[config.mk]
export PLATFORM = sky130hd
export DESIGN_NAME = fifo_rd_ctrl
export DESIGN_NICKNAME = d
export VERILOG_FILES = /design/src/rtl/fifo_rd_ctrl.sv
export SDC_FILE = /design/constraint.sdc
export NUM_CORES = 1
export LEC_CHECK = 0
export CAP_MARGIN = 20
export CORE_MARGIN = 5
export CORE_UTILIZATION = 48
export CTS_CLUSTER_DIAMETER = 80
export CTS_CLUSTER_SIZE = 12
export DETAILED_ROUTE_END_ITERATION = 6
export PLACE_DENSITY = 0.77
export SLEW_MARGIN = 20
export SYNTH_ARGS = -nofsm -noshare
export SYNTH_HDL_FRONTEND = slang
export SYNTH_SLANG_ARGS = --single-unit
[constraint.sdc]
create_clock -name clk -period 3.4 [get_ports clk]
set_input_delay 0.51 -clock clk [delete_from_list [all_inputs] [get_ports clk]]
set_output_delay 0.51 -clock clk [all_outputs]
set_load 0.01 [all_outputs]
[src/rtl/fifo_rd_ctrl.sv]
// Read-side controller of the async FIFO: read pointer, write-pointer
// synchronizer and registered empty / fill level / underflow status.
module fifo_rd_ctrl #(
  parameter int ADDR_WIDTH  = 4,
  parameter int SYNC_STAGES = 2
) (
  input  logic                  clk,
  input  logic                  rst,
  input  logic [ADDR_WIDTH:0]   wr_ptr_gray,
  input  logic                  rd_en,
  output logic [ADDR_WIDTH-1:0] rd_addr,
  output logic [ADDR_WIDTH:0]   rd_ptr_gray,
  output logic                  empty,
  output logic [ADDR_WIDTH:0]   rd_count,
  output logic                  underflow
);

  localparam int PW = ADDR_WIDTH + 1;

  generate
    if (SYNC_STAGES < 2) begin : g_bad_sync
      $error("fifo_rd_ctrl: SYNC_STAGES must be at least 2");
    end
  endgenerate

  logic [PW-1:0] rd_bin;
  logic [PW-1:0] rd_bin_next;
  logic [PW-1:0] rd_gray_next;
  logic [PW-1:0] wq_gray;
  logic [PW-1:0] wq_bin;
  logic [PW-1:0] sync_q [SYNC_STAGES];
  logic          rd_fire;

  assign wq_gray = sync_q[SYNC_STAGES-1];
  assign rd_addr = rd_bin[ADDR_WIDTH-1:0];

  always_comb begin
    rd_fire      = rd_en & ~empty;
    rd_bin_next  = rd_bin + PW'(rd_fire);
    rd_gray_next = rd_bin_next ^ (rd_bin_next >> 1);
    // bit i of the binary value is the XOR of all Gray bits at or above i
    wq_bin = '0;
    for (int i = 0; i < PW; i++) begin
      wq_bin[i] = ^(wq_gray >> i);
    end
  end

  always_ff @(posedge clk) begin
    if (rst) begin
      for (int i = 0; i < SYNC_STAGES; i++) begin
        sync_q[i] <= '0;
      end
      rd_bin      <= '0;
      rd_ptr_gray <= '0;
      empty       <= 1'b1;
      rd_count    <= '0;
      underflow   <= 1'b0;
    end else begin
      sync_q[0] <= wr_ptr_gray;
      for (int i = 1; i < SYNC_STAGES; i++) begin
        sync_q[i] <= sync_q[i-1];
      end
      rd_bin      <= rd_bin_next;
      rd_ptr_gray <= rd_gray_next;
      // status looks at the post-read pointer so the last read empties at once
      empty       <= (rd_gray_next == wq_gray);
      rd_count    <= wq_bin - rd_bin_next;
      underflow   <= rd_en & empty;
    end
  end

endmodule

=== Word level (Yosys, flattened, before mapping) ===
Memory sizes are Yosys's and may differ from the RTL's.
Cells that the tools add are included.

* $add $sub $neg: 2
* Equal/unequal tests: 1
* Multiplexer cells: 5
* Bitwise logic cells: 6
* Reductions and logical operators: 5

{| class="wikitable"
|+ Operators by type and width
! kind !! count
|-
| 5-bit XOR reduction || 5
|-
| 5-bit 2-to-1 mux || 2
|-
| 5-bit by 1-bit adder with 5-bit output || 1
|-
| 5-bit equality test || 1
|-
| 5-bit subtractor || 1
|-
| 5-bit by 4-bit bitwise XOR with 5-bit output || 1
|-
| 1-bit 2-to-1 mux || 3
|-
| 1-bit bitwise AND || 2
|-
| 1-bit bitwise OR || 2
|-
| 1-bit inverter || 1
|}

* Bits in registers: 17
* RAM bits: 10
* Memories: 1

{| class="wikitable"
|+ Memories
! name !! depth !! width !! read ports !! clocked after Yosys merged registers in !! write ports !! line !! text
|-
| sync_q || 2 || 5 || 2 || 0 || 2 || 31 || <nowiki>logic [PW-1:0] sync_q [SYNC_STAGES];</nowiki>
|}

=== Depth between registers and ports, before layout ===
* Depth in word-level cells: 5
* Mapped depth: 11
* Depth with buffers taken out: 11

=== Worst setup path after synthesis ===
Ideal clock, no wire load.

* Path type: register -> register
* Start: mem sync_q[0][8] (netlist name)
* End: reg rd_count[4]
* Library setup time: 128 ps
* Arrival: 2532 ps
* Slack: 741 ps
* Cell stages (with the launch flop): 12
* Buffers on the path: 0
* Clock period less this slack: 2659 ps
* Path through: dfxtp_1 xnor2_1 xnor2_1 xor2_1 xnor2_1 ha_1 inv_1 fa_1 a21o_1 maj3_1 xnor2_1 nor2_1

{| class="wikitable"
|+ RTL lines
! item !! line !! text
|-
| start: declaration || 31 ||
|-
| end signal: assignment || 67 || <nowiki>rd_count <= wq_bin - rd_bin_next;</nowiki>
|-
| end: declaration || 14 || <nowiki>output logic [ADDR_WIDTH:0] rd_count,</nowiki>
|}

==> metrics.yaml <==
drt:
  via_per_inst: 4.75
  antenna_left: 0
  drt-initial-drc-count: 9
  routed_wirelength_um: 1810
  routed-via-count: 732
  detail_route.first_pass.iterations: 3
  drc: 0
  avgRoutedWirePerCell_um: 11.7
sta:
  worst_pin_slew_ns: 0.919
  fin_skew_ns: 0.00592
  post-route-worst-setup-slack_ns: 0.461
  setup_total_negative_slack_ns: 0
  slew_viol_final: 0
  finish_stage_setup_viols: 0
  rsz0062_at_grt: "false"
  slew-limit-headroom_pct: 38.6
  achievable-frequency_mhz: 340
  hold_violations: 0
  post-route-min-period_ns: 2.94
  fin_hold_ws_ns: 0.449
  post-route-period-util_pct: 86.5
clock_tree:
  post_cts_hold_buffer_count: 0
  cts_post_setup_buffers_inserted: 0
  post_cts.resized_instances: 0
  cts.path.max_buffers: 2
  clock_latency_ns: 0.32
  numCtsBuffers: 3
  depth_of_the_cts_h_tree: 1
  tritoncts: "done"
  clock_sinks: 26
  cell_at_the_root_of_the_clock_tree: "sky130_fd_sc_hd__clkbuf_4"
  worst_setup_hold_path_clk_slew_ns: 0.13
layout:
  mostFrequentLayoutCell: "sky130_fd_sc_hd__dfxtp_1"
  drive_gt1_share_pct: 4.76
  antenna_diode_count: 0
  area_growth_syn_to_layout_pct: 26.2
  layout.nets: 142
  final_cell_mix: "26 x sky130_fd_sc_hd__dfxtp_1, 23 x sky130_fd_sc_hd__clkdlybuf4s50_1, 13 x sky130_fd_sc_hd__nor2b_1, 13 x sky130_fd_sc_hd__nor2_1, 11 x sky130_fd_sc_hd__xnor2_1"
placed_design:
  place_ws_ns: 0.215
  finalWeightedCongestion: 0.824
  detailed_place_hpwl_um: 1430
  port_buffers: 23
min_path:
  holdPathEnd: "sync_q[0][5]$_SDFF_PP0_"
  min-delay-start: "sync_q[0][0]$_SDFF_PP0_"
  hold-path-cell-count: 1
  hold_class: "register to register"
setup_path:
  worst_path_largest_cell_delay_ns: 0.41
  critical_path.n_buffers_inverters: 1
  ff_to_ff_end: "rd_count[4]$_SDFF_PP0_"
  worst_path_dominant_cell_family: "XOR/XNOR gates"
  r2r_slack_ns: 0.46
  cp_cell_sequence: "xnor2_1, xnor2_1, xor2_1, xnor2_1, ha_1, inv_1, fa_1, a21o_1, maj3_1, xnor2_1, nor2_1"
  critical_path.reg2reg.startpoint: "sync_q[0][8]$_SDFF_PP0_"
  maximum_net_fanout_on_the_critical_path: 3
  crit_type: "register to register"
  critical_path.startpoint_type: "register"
  worst_reg_to_reg_cells: 11
  slowest_stage_cell_on_the_critical_path: "sky130_fd_sc_hd__fa_1"
  critPathMostFrequentCell: "sky130_fd_sc_hd__xnor2_1"
  worstPathArrival_ns: 3.13
  cp_capture_type: "register"
  crit_required_ns: 3.59
floorplan:
  rows: 17
  initial_cell_density_of_the_core_pct: 49.4
  floorplan.die.width_um: 57.2
  die_area_um2: 3280
  die_span_in_y_um: 57.2
  floorplan.core_area_um2: 2170
  io-pin-count: 24
yosys:
  synth_seq_area_share_pct: 48.6
  postSynthNetCount: 116
  yosys_register_bits: 26
  postSynthAreaPerCell_um2: 10.5
  synthCells: 102
  yosys_warnings: 0
  synth.distinct_cells: 24
  synth.cell_area_um2: 1070
outcome:
  outcome: "finished, final reports clean"
global_route:
  grt.total_usage_pct: 12.4
  antenna_violations_before_repair: 0
  global_route.overflow_total: 0
  first_global_vias: 771
  grt_first_pass_wirelength_um: 3220
  grt_start_max_net_pins: 27
pwr:
  post-layout-total-power_uw: 591
  peak_supply_drop_mv: 0.305
  powerDensity_nw_per_um2: 438
  static-leakage-power_uw: 0.000544
run:
  maxCapViolCount: 0
## sequential cells by signal (all words and copies together), names as in the netlist
name and count:
rd_count 5, underflow 1, empty 1, sync_q 10, rd_ptr_gray 4, rd_bin 5
## cell families (layout without fill, tap and decap cells)
| kind of cell | Yosys count | after routing | share of synthesized area [%] |
|---|---|---|---|
| simple gates | 37 | 37 | 17.6 |
| flops | 26 | 26 | 48.6 |
| xor+xnor | 20 | 20 | 18.3 |
| fa+ha+maj | 7 | 7 | 8.64 |
| compound gates | 7 | 7 | 5.02 |
| buf+inv | 5 | 29 | 1.75 |
## final cells by class
type / count / area (um^2)
repair buffers: 23 / 230
multi-input cells: 71 / 532
flip-flops and latches: 26 / 520
well taps: 28 / 35.0
fillers: 202 / 818
inverters: 3 / 11.3
clock buffers: 3 / 22.5
## per-layer routing
metal,global-route usage (%),vias up,share of wire [%],wire length (um)
met5,0,-,0,0
met4,5.30,0,0.94,17
met3,2.49,2,5.3,95
met2,23.5,22,52,933
met1,13.1,331,42,763
li1,-,377,-,-
## cell usage after synthesis
cell type / n / area share (%)
sky130_fd_sc_hd__nand3_1: 3 / 1.4
sky130_fd_sc_hd__dfxtp_1: 26 / 49
sky130_fd_sc_hd__nor3_1: 1 / 0.47
sky130_fd_sc_hd__and3b_2: 1 / 0.93
sky130_fd_sc_hd__maj3_1: 1 / 0.93
sky130_fd_sc_hd__nor2_1: 13 / 4.6
sky130_fd_sc_hd__a21o_1: 2 / 1.4
sky130_fd_sc_hd__o211ai_1: 1 / 0.70
sky130_fd_sc_hd__nand2_1: 4 / 1.4
sky130_fd_sc_hd__a41o_1: 1 / 0.93
sky130_fd_sc_hd__xnor2_2: 1 / 1.5
sky130_fd_sc_hd__fa_1: 1 / 1.9
sky130_fd_sc_hd__inv_1: 3 / 1.1
sky130_fd_sc_hd__clkbuf_1: 2 / 0.70
sky130_fd_sc_hd__or3_1: 1 / 0.58
sky130_fd_sc_hd__o2bb2ai_1: 1 / 0.82
sky130_fd_sc_hd__a21boi_0: 1 / 0.70
sky130_fd_sc_hd__a21oi_1: 1 / 0.47
sky130_fd_sc_hd__ha_1: 5 / 5.8
sky130_fd_sc_hd__xnor3_1: 1 / 2.1
sky130_fd_sc_hd__and2_2: 1 / 0.70
sky130_fd_sc_hd__xnor2_1: 11 / 9.0
sky130_fd_sc_hd__nor2b_1: 13 / 7.6
sky130_fd_sc_hd__xor2_1: 7 / 5.7
## worst max-delay path by stage
stage | from | to | cells past startpoint
after global placement | rd_en | rd_count[4]$_SDFF_PP0_ | 10
after detailed placement | rd_en | rd_count[4]$_SDFF_PP0_ | 10
after global routing | sync_q[0][8]$_SDFF_PP0_ | rd_count[4]$_SDFF_PP0_ | 11
final | sync_q[0][8]$_SDFF_PP0_ | rd_count[4]$_SDFF_PP0_ | 11
after floorplan | sync_q[0][8]$_SDFF_PP0_ | rd_count[4]$_SDFF_PP0_ | 11
after CTS | sync_q[0][8]$_SDFF_PP0_ | rd_count[4]$_SDFF_PP0_ | 11
## metrics by stage
step | instances | area (um^2) | utilization, %
2_1_floorplan | 102 | 1070 | -
3_3_place_gp | 151 | 1330 | 61.2
3_5_place_dp | 151 | 1330 | 61.2
4_1_cts | 154 | 1350 | 62.3
5_1_grt | 154 | 1350 | 62.3
6_report | 154 | 1350 | 62.3
## report_power, final
| group | internal (uW) | switching [uW] | total [uW] |
|---|---|---|---|
| combinational | 75.8 | 55.7 | 131 |
| sequential | 327 | 8.41 | 336 |
| clock | 41.5 | 82.7 | 124 |
| total | 445 | 147 | 591 |
Note: power is estimated with default switching activity, not from simulation.
